**src/rtl/mem_port_arbiter.sv**
```systemverilog
// -----------------------------------------------------------------------------
// mem_port_arbiter
//
// Arbitrates one single-ported unified instruction/data memory between the
// fetch stage (I-port) and the memory stage (D-port). A three-state FSM
// (IDLE -> WAIT -> RESP) grants the port, holds the registered memory request
// until the memory acknowledges, returns the read data with a one-cycle done
// pulse, and a watchdog aborts any access that waits TIMEOUT cycles.
//
// Ports
//   clk, rst_n          clock (rising edge), asynchronous active-low reset
//   i_req/i_addr        fetch request (level) and address
//   i_done/i_rdata      fetch completion pulse and fetched word
//   d_req/d_we/d_addr/d_wdata  data request, store enable, address, store data
//   d_done/d_rdata      data completion pulse and load data
//   mem_req/mem_we/mem_addr/mem_wdata  registered memory request bundle
//   mem_ack/mem_rdata   one-cycle memory acknowledge with read data
//   stall_f/stall_m     stall requests to fetch/decode and memory stages
//   busy                FSM is not in IDLE
//   err                 sticky watchdog-expired flag
// -----------------------------------------------------------------------------
module mem_port_arbiter #(
    parameter int AW      = 32,
    parameter int DW      = 32,
    parameter int TIMEOUT = 64
) (
    input  logic          clk,
    input  logic          rst_n,
    input  logic          i_req,
    input  logic [AW-1:0] i_addr,
    output logic          i_done,
    output logic [DW-1:0] i_rdata,
    input  logic          d_req,
    input  logic          d_we,
    input  logic [AW-1:0] d_addr,
    input  logic [DW-1:0] d_wdata,
    output logic          d_done,
    output logic [DW-1:0] d_rdata,
    output logic          mem_req,
    output logic          mem_we,
    output logic [AW-1:0] mem_addr,
    output logic [DW-1:0] mem_wdata,
    input  logic          mem_ack,
    input  logic [DW-1:0] mem_rdata,
    output logic          stall_f,
    output logic          stall_m,
    output logic          busy,
    output logic          err
);

    localparam int CW = $clog2(TIMEOUT) + 1;
    localparam logic [CW-1:0] CNT_MAX = CW'(TIMEOUT - 1);

    typedef enum logic [1:0] {
        ST_IDLE = 2'd0,
        ST_WAIT = 2'd1,
        ST_RESP = 2'd2
    } state_e;

    // Port identifiers for owner/last registers
    localparam logic OWN_I = 1'b0;
    localparam logic OWN_D = 1'b1;

    state_e          state_q;
    logic            owner_q;
    logic            last_q;
    logic [CW-1:0]   cnt_q;
    logic            i_done_q;
    logic            d_done_q;
    logic [DW-1:0]   i_rdata_q;
    logic [DW-1:0]   d_rdata_q;
    logic            mem_req_q;
    logic            mem_we_q;
    logic [AW-1:0]   mem_addr_q;
    logic [DW-1:0]   mem_wdata_q;
    logic            err_q;

    logic            gnt_any_s;
    logic            owner_d;

    // Grant selection: a tie goes to the port that was not served last
    always_comb begin
        gnt_any_s = i_req | d_req;
        owner_d   = OWN_I;
        if (d_req && (!i_req || (last_q == OWN_I))) begin
            owner_d = OWN_D;
        end else begin
            owner_d = OWN_I;
        end
    end

    // Arbitration FSM with registered memory bundle, done pulses and watchdog
    always_ff @(posedge clk or negedge rst_n) begin
        if (!rst_n) begin
            state_q     <= ST_IDLE;
            owner_q     <= OWN_I;
            last_q      <= OWN_I;
            cnt_q       <= {CW{1'b0}};
            i_done_q    <= 1'b0;
            d_done_q    <= 1'b0;
            i_rdata_q   <= {DW{1'b0}};
            d_rdata_q   <= {DW{1'b0}};
            mem_req_q   <= 1'b0;
            mem_we_q    <= 1'b0;
            mem_addr_q  <= {AW{1'b0}};
            mem_wdata_q <= {DW{1'b0}};
            err_q       <= 1'b0;
        end else begin
            case (state_q)
                ST_IDLE: begin
                    i_done_q <= 1'b0;
                    d_done_q <= 1'b0;
                    if (gnt_any_s) begin
                        owner_q     <= owner_d;
                        last_q      <= owner_d;
                        mem_req_q   <= 1'b1;
                        mem_we_q    <= (owner_d == OWN_D) ? d_we : 1'b0;
                        mem_addr_q  <= (owner_d == OWN_D) ? d_addr : i_addr;
                        mem_wdata_q <= (owner_d == OWN_D) ? d_wdata : {DW{1'b0}};
                        cnt_q       <= {CW{1'b0}};
                        state_q     <= ST_WAIT;
                    end else begin
                        state_q <= ST_IDLE;
                    end
                end
                ST_WAIT: begin
                    // An ack in the timeout cycle still counts as normal completion
                    if (mem_ack) begin
                        mem_req_q <= 1'b0;
                        if (owner_q == OWN_D) begin
                            d_rdata_q <= mem_we_q ? {DW{1'b0}} : mem_rdata;
                            d_done_q  <= 1'b1;
                        end else begin
                            i_rdata_q <= mem_rdata;
                            i_done_q  <= 1'b1;
                        end
                        state_q <= ST_RESP;
                    end else if (cnt_q == CNT_MAX) begin
                        mem_req_q <= 1'b0;
                        err_q     <= 1'b1;
                        if (owner_q == OWN_D) begin
                            d_rdata_q <= {DW{1'b0}};
                            d_done_q  <= 1'b1;
                        end else begin
                            i_rdata_q <= {DW{1'b0}};
                            i_done_q  <= 1'b1;
                        end
                        state_q <= ST_RESP;
                    end else begin
                        cnt_q <= cnt_q + {{(CW-1){1'b0}}, 1'b1};
                    end
                end
                ST_RESP: begin
                    i_done_q <= 1'b0;
                    d_done_q <= 1'b0;
                    state_q  <= ST_IDLE;
                end
                default: begin
                    i_done_q  <= 1'b0;
                    d_done_q  <= 1'b0;
                    mem_req_q <= 1'b0;
                    state_q   <= ST_IDLE;
                end
            endcase
        end
    end

    assign i_done    = i_done_q;
    assign d_done    = d_done_q;
    assign i_rdata   = i_rdata_q;
    assign d_rdata   = d_rdata_q;
    assign mem_req   = mem_req_q;
    assign mem_we    = mem_we_q;
    assign mem_addr  = mem_addr_q;
    assign mem_wdata = mem_wdata_q;
    assign err       = err_q;
    assign busy      = (state_q != ST_IDLE);
    // Stalls see the requester's level against the registered done only
    assign stall_f   = i_req & ~i_done_q;
    assign stall_m   = d_req & ~d_done_q;

endmodule

```
**config.mk**
```make
export PLATFORM = sky130hd
export DESIGN_NAME = mem_port_arbiter
export DESIGN_NICKNAME = d
export VERILOG_FILES = /design/src/rtl/mem_port_arbiter.sv
export SDC_FILE = /design/constraint.sdc
export NUM_CORES = 1
export LEC_CHECK = 0
export ABC_CLOCK_PERIOD_IN_PS = 1600
export CAP_MARGIN = 40
export CORE_MARGIN = 5
export CORE_UTILIZATION = 37
export CTS_CLUSTER_DIAMETER = 60
export DETAILED_ROUTE_END_ITERATION = 8
export PLACE_DENSITY = 0.82
export SKIP_LAST_GASP = 1
export SYNTH_ARGS = -nofsm -noshare
export SYNTH_HDL_FRONTEND = slang
export SYNTH_SLANG_ARGS = --single-unit
```
**constraint.sdc**
```tcl
create_clock -name clk -period 1.6 [get_ports clk]
set_input_delay 0.48 -clock clk [delete_from_list [all_inputs] [get_ports clk]]
set_output_delay 0.48 -clock clk [all_outputs]
set_load 0.05 [all_outputs]
```
Word level (Yosys, flattened, before mapping). Index checks and enable logic that the tools add are counted.

Register bits after elaboration: 143. Input bits: 134. Logic and storage cells: 74.

Bitwise operators: 8. Add/sub/neg operators: 1. Reductions and logical operators: 13. Multiplexer cells: 33. Equality and inequality tests: 7.

Operators by type and width (number): 32-bit 2-to-1 mux (11); 7-bit 2-to-1 mux (3); 1-bit 2-to-1 mux (14); 7-bit one-hot mux with 2 select lines (1); 3-bit AND reduction (4); 7-bit by 1-bit adder with 7-bit output, second input constant (1); 7-bit by 6-bit equality test with 1-bit output, second input constant (1); 2-bit != test, second input constant (3); 2-bit nonzero test (3); 1-bit NOT (5); 2-bit 2-to-1 mux (2); 2-bit one-hot mux with 2 select lines (1); 4-bit AND reduction (1); 3-bit != test, second input constant (1); 1-bit one-hot mux with 3 select lines (1); 1-bit bitwise AND (2); 2-bit by 1-bit equality test with 1-bit output, second input constant (1); 2-bit equality test, second input constant (1); 2-bit logical NOT (1); 2-bit AND reduction (1); 1-bit logical AND (1); 1-bit logical NOT (1); 1-bit logical OR (1); 1-bit bitwise OR (1).

Depth between registers and ports, before layout.
Word-level depth: 5. Gate-level depth with buffers: 7.

Worst setup path before layout. OpenSTA, ideal clock, no wires.

Kind: reg-to-output. Start point: register i_done_q, in the netlist i_done. End point: output port stall_f. Cell stages (with the launch flop): 2. Arrival: 1.329 ns. Setup slack: -0.209 ns. Path buffers: 0. Path through: dfrtp_1 -> nor2b_1.

Cells in the longest elaborated chain, start to end: 2.

Ends and longest elaborated chain: start, declared (line 68) `logic i_done_q;`; start signal, assigned (line 99) `i_done_q <= 1'b0;`; start signal, assigned (line 111) `i_done_q <= 1'b0;`; start signal, assigned (line 135) `i_done_q <= 1'b1;`; 1-bit NOT (line 179) `assign stall_f = i_req & ~i_done_q;`; 1-bit bitwise AND (line 179); end, declared (line 45) `output logic stall_f,`.

No other way between the ends.

Final worst setup path.
Start point: register state_q[1]. End point: output port busy.

Cells in the longest elaborated chain, start to end: 1.

Ends and longest elaborated chain: start, declared (line 64) `state_e state_q;`; start signal, assigned (line 95) `state_q <= ST_IDLE;`; start signal, assigned (line 121) `state_q <= ST_WAIT;`; start signal, assigned (line 123) `state_q <= ST_IDLE;`; 2-bit nonzero test (line 177) `assign busy = (state_q != ST_IDLE);`; end, declared (line 47) `output logic busy,`.

No other way between the ends.

==> flow_summary_export.csv <==
group,metric,value,unit
die,die_h,134.1,µm
critical_path,arrival,1.22,ns
sta,worst_pin_slew,0.2967,ns
die,core_area,15150,µm²
pwr,report.power.total,26780,µW
logic_synthesis,synth_common_cells,"dfrtp_1 (143), a22o_1 (97), nand2_1 (41)",
route,dr.pass1.iters,5,
place,gp_congestion,0.8371,
sta,fmax,587.5,MHz
die,die_area,17990,µm²
sta,period_needed,1.702,ns
logic_synthesis,avgSynthCellArea,13.17,µm²
logic_synthesis,ys_seq_elements,143,
clock_network,cts_htree_levels,4,
layout,nets,864,
logic_synthesis,synth_top_area_frac,0.6276,
logic_synthesis,synth-edff-count,0,
clock_network,cts_buffers,17,
min_path,hp-class,"flip-flop to flip-flop",
critical_path,crit_fanout,3,
sta,hold_violations,0,
logic_synthesis,async_flop_share,1.000,
clock_network,root_buffer,"clkbuf_16",
logic_synthesis,synthCells,433,
critical_path,crit_chain,"nor2_4 -> inv_2 -> buf_12",
pwr,vdd_drop_max,1.337,mV
logic_synthesis,synth_cell_types,39,
grt,grt_usage,0.2102,
logic_synthesis,synth_warnings,0,
sta,fin_worst_skew,0.007971,ns
logic_synthesis,synth_most_common_cell,"dfrtp_1",
run,maxCapViolations,0,
critical_path,endpoint_kind,"output port",
layout,area_growth,91.35,%
logic_synthesis,synth_area_leaders,"dfrtp_1 (63%), a22o_1 (15%), mux2i_1 (5.6%), buf_6 (3.4%), nand2_1 (2.7%)",
die,num_rows,45,
layout,fin_util,0.7204,
logic_synthesis,yosys_most_used_dff,"dfrtp_1",
critical_path,worstSetupPathType,"flip-flop to output port",
clock_network,clk_pin_slew,0.06,ns
sta,timing.final.crit_share,1.064,
layout,drive_gt1_frac,0.3127,
sta,final_max_slew_viol_count,0,
grt,grt_max_degree,59,
pwr,leakage,0.005041,µW
sta,tns,-0.1458,ns
place,dpl.hpwl,14040,µm
clock_network,clock-sinks,143,
route,wl_per_cell,20.20,µm
sta,rsz0062_at_grt,"true",
critical_path,required,1.12,ns
logic_synthesis,synth_nets,568,
route,vias,4881,
critical_path,critPathMaxStageDelay,0.43,ns
grt,grt_overflow_total,0,
logic_synthesis,synth-seq-area-share,0.6276,
grt,antenna_found_initial,0,
sta,final-setup-viol-count,3,
grt,grt_pass1_wl,29740,µm
route,vias_per_cell,5.248,
die,io_pins,270,
die,die_x,134.1,µm
grt,grt_pass1_vias,5440,
run_status,violations,"negative setup slack",
pwr,power.density,2454,nW/µm²
layout,num_antenna_cells,0,
die,start_util,0.3765,
logic_synthesis,syn-cell-area,5702,µm²
sta,max_slew_margin,0.8022,
clock_network,clk_path_buf_depth,2,
route,ant_nets,0,
place,dp_slack,-0.4560,ns
sta,setup_ws,-0.1020,ns
logic_synthesis,synth_top_area_cell,"dfrtp_1",
route,drc,0,
clock_network,clk_latency,0.42,ns
critical_path,cp-start-kind,"flip-flop",
place,io_buffers,269,
critical_path,critPathSlowestCell,"dfrtp_2",
route,routed_wirelength,18790,µm
clock_network,cts_tree,"yes",
run_status,outcome,"finished, violations left",
route,detail_route.iter0.violations,238,
[worst max-delay path, delay by kind of cell (launching register included)]
| kind | cells | cell delay, ns |
|---|---|---|
| buf+inv | 2 | 0.22 |
| flops | 1 | 0.43 |
| simple gates | 1 | 0.16 |
[cell usage in the layout (no fill, tap or decap), types with 2 or more instances in the layout]
cell	Yosys	layout
buf_4	1	26
inv_1	3	2
nor2b_4	0	3
nand3_1	6	6
clkbuf_8	0	2
buf_6	17	2
nor2_1	9	8
clkbuf_16	0	18
clkinv_4	0	2
clkdlybuf4s50_1	0	130
mux2i_1	32	32
o21ai_1	9	9
nand2_1	41	41
a21o_1	5	5
o21ai_0	23	23
dfrtp_1	143	139
bufinv_16	0	2
inv_6	0	5
buf_12	0	149
a22o_1	97	97
dfrtp_2	0	4
nor2_4	1	2
clkinvlp_4	0	2
[kinds of logic (layout without fill, tap and decap cells)]
kind of cell    count (synthesis)  count (layout)  synth area share
buf+inv                        37             346           0.04893
flops                         143             143            0.6276
mux                            32              32           0.05618
fa+ha+maj                       1               1          0.002194
compound gates                149             149            0.2067
simple gates                   71              71           0.05837
[flip-flops by register name (all words and copies together) (netlist names)]
signal and count:
i_rdata 32, mem_req 1, mem_addr 32, d_done 1, mem_wdata 32, state_q 2
last_q 1, i_done 1, err 1, mem_we 1, cnt_q 7, d_rdata 32
[worst paths after layout]
check                      depth (start not counted)  slack, ns              startpoint                        to
hold / removal                                     1       0.48    cnt_q[6]$_DFFE_PN0P_      cnt_q[6]$_DFFE_PN0P_
min in group asynchronous                          2       0.49                   rst_n   d_rdata[22]$_DFFE_PN0P_
max in group asynchronous                          3       0.53                   rst_n  mem_addr[14]$_DFFE_PN0P_
setup / recovery                                   3      -0.10  state_q[1]$_DFFE_PN0P_                      busy
hold reg to reg                                    1       0.48    cnt_q[6]$_DFFE_PN0P_      cnt_q[6]$_DFFE_PN0P_
setup reg to reg                                   6       0.01  state_q[0]$_DFFE_PN0P_      cnt_q[2]$_DFFE_PN0P_
[layer usage]
metal  track usage  up-vias  share of wire
li1              -     2191              -
met1        0.2353     2417           0.37
met2        0.3711      235           0.52
met3       0.08027       38          0.091
met4       0.06618        0          0.022
met5             0        -              0
[what timing repair did]
action                     in CTS  in global routing
buffers inserted                5                  0
cloned                          0                  1
gates resized for setup        10                 11
hold endpoints to repair       20                  0
pin swaps                       2                  1
hold buffers                    1                  0
setup endpoints to repair      48                 54
[stage by stage]
| step | hold slack, ns | instance area [µm²] | cells |
|---|---|---|---|
| finish | 0.4770 | 10910 | 930 |
| CTS | 0.4807 | 10840 | 929 |
| detailed placement | 0.3551 | 10170 | 891 |
| global placement | 0.3560 | 10170 | 891 |
| floorplan | 0.1844 | 5707 | 433 |
| global route | 0.5073 | 10910 | 930 |
[power breakdown]
| part | total [µW] | switching [µW] | internal [µW] |
|---|---|---|---|
| Clock | 4030 | 1610 | 2420 |
| Sequential | 7160 | 1940 | 5220 |
| Combinational | 15600 | 7890 | 7690 |
[cell type report]
type	count	area [µm²]
inverter	3	11.26
sequential	143	3583
multi-input combinational	253	1919
clock inverter	13	152.6
fill	917	4235
clock buffer	19	452.9
timing repair buffer	311	4556
tap	188	235.2
No activity file was read; power rests on OpenSTA's default activity.
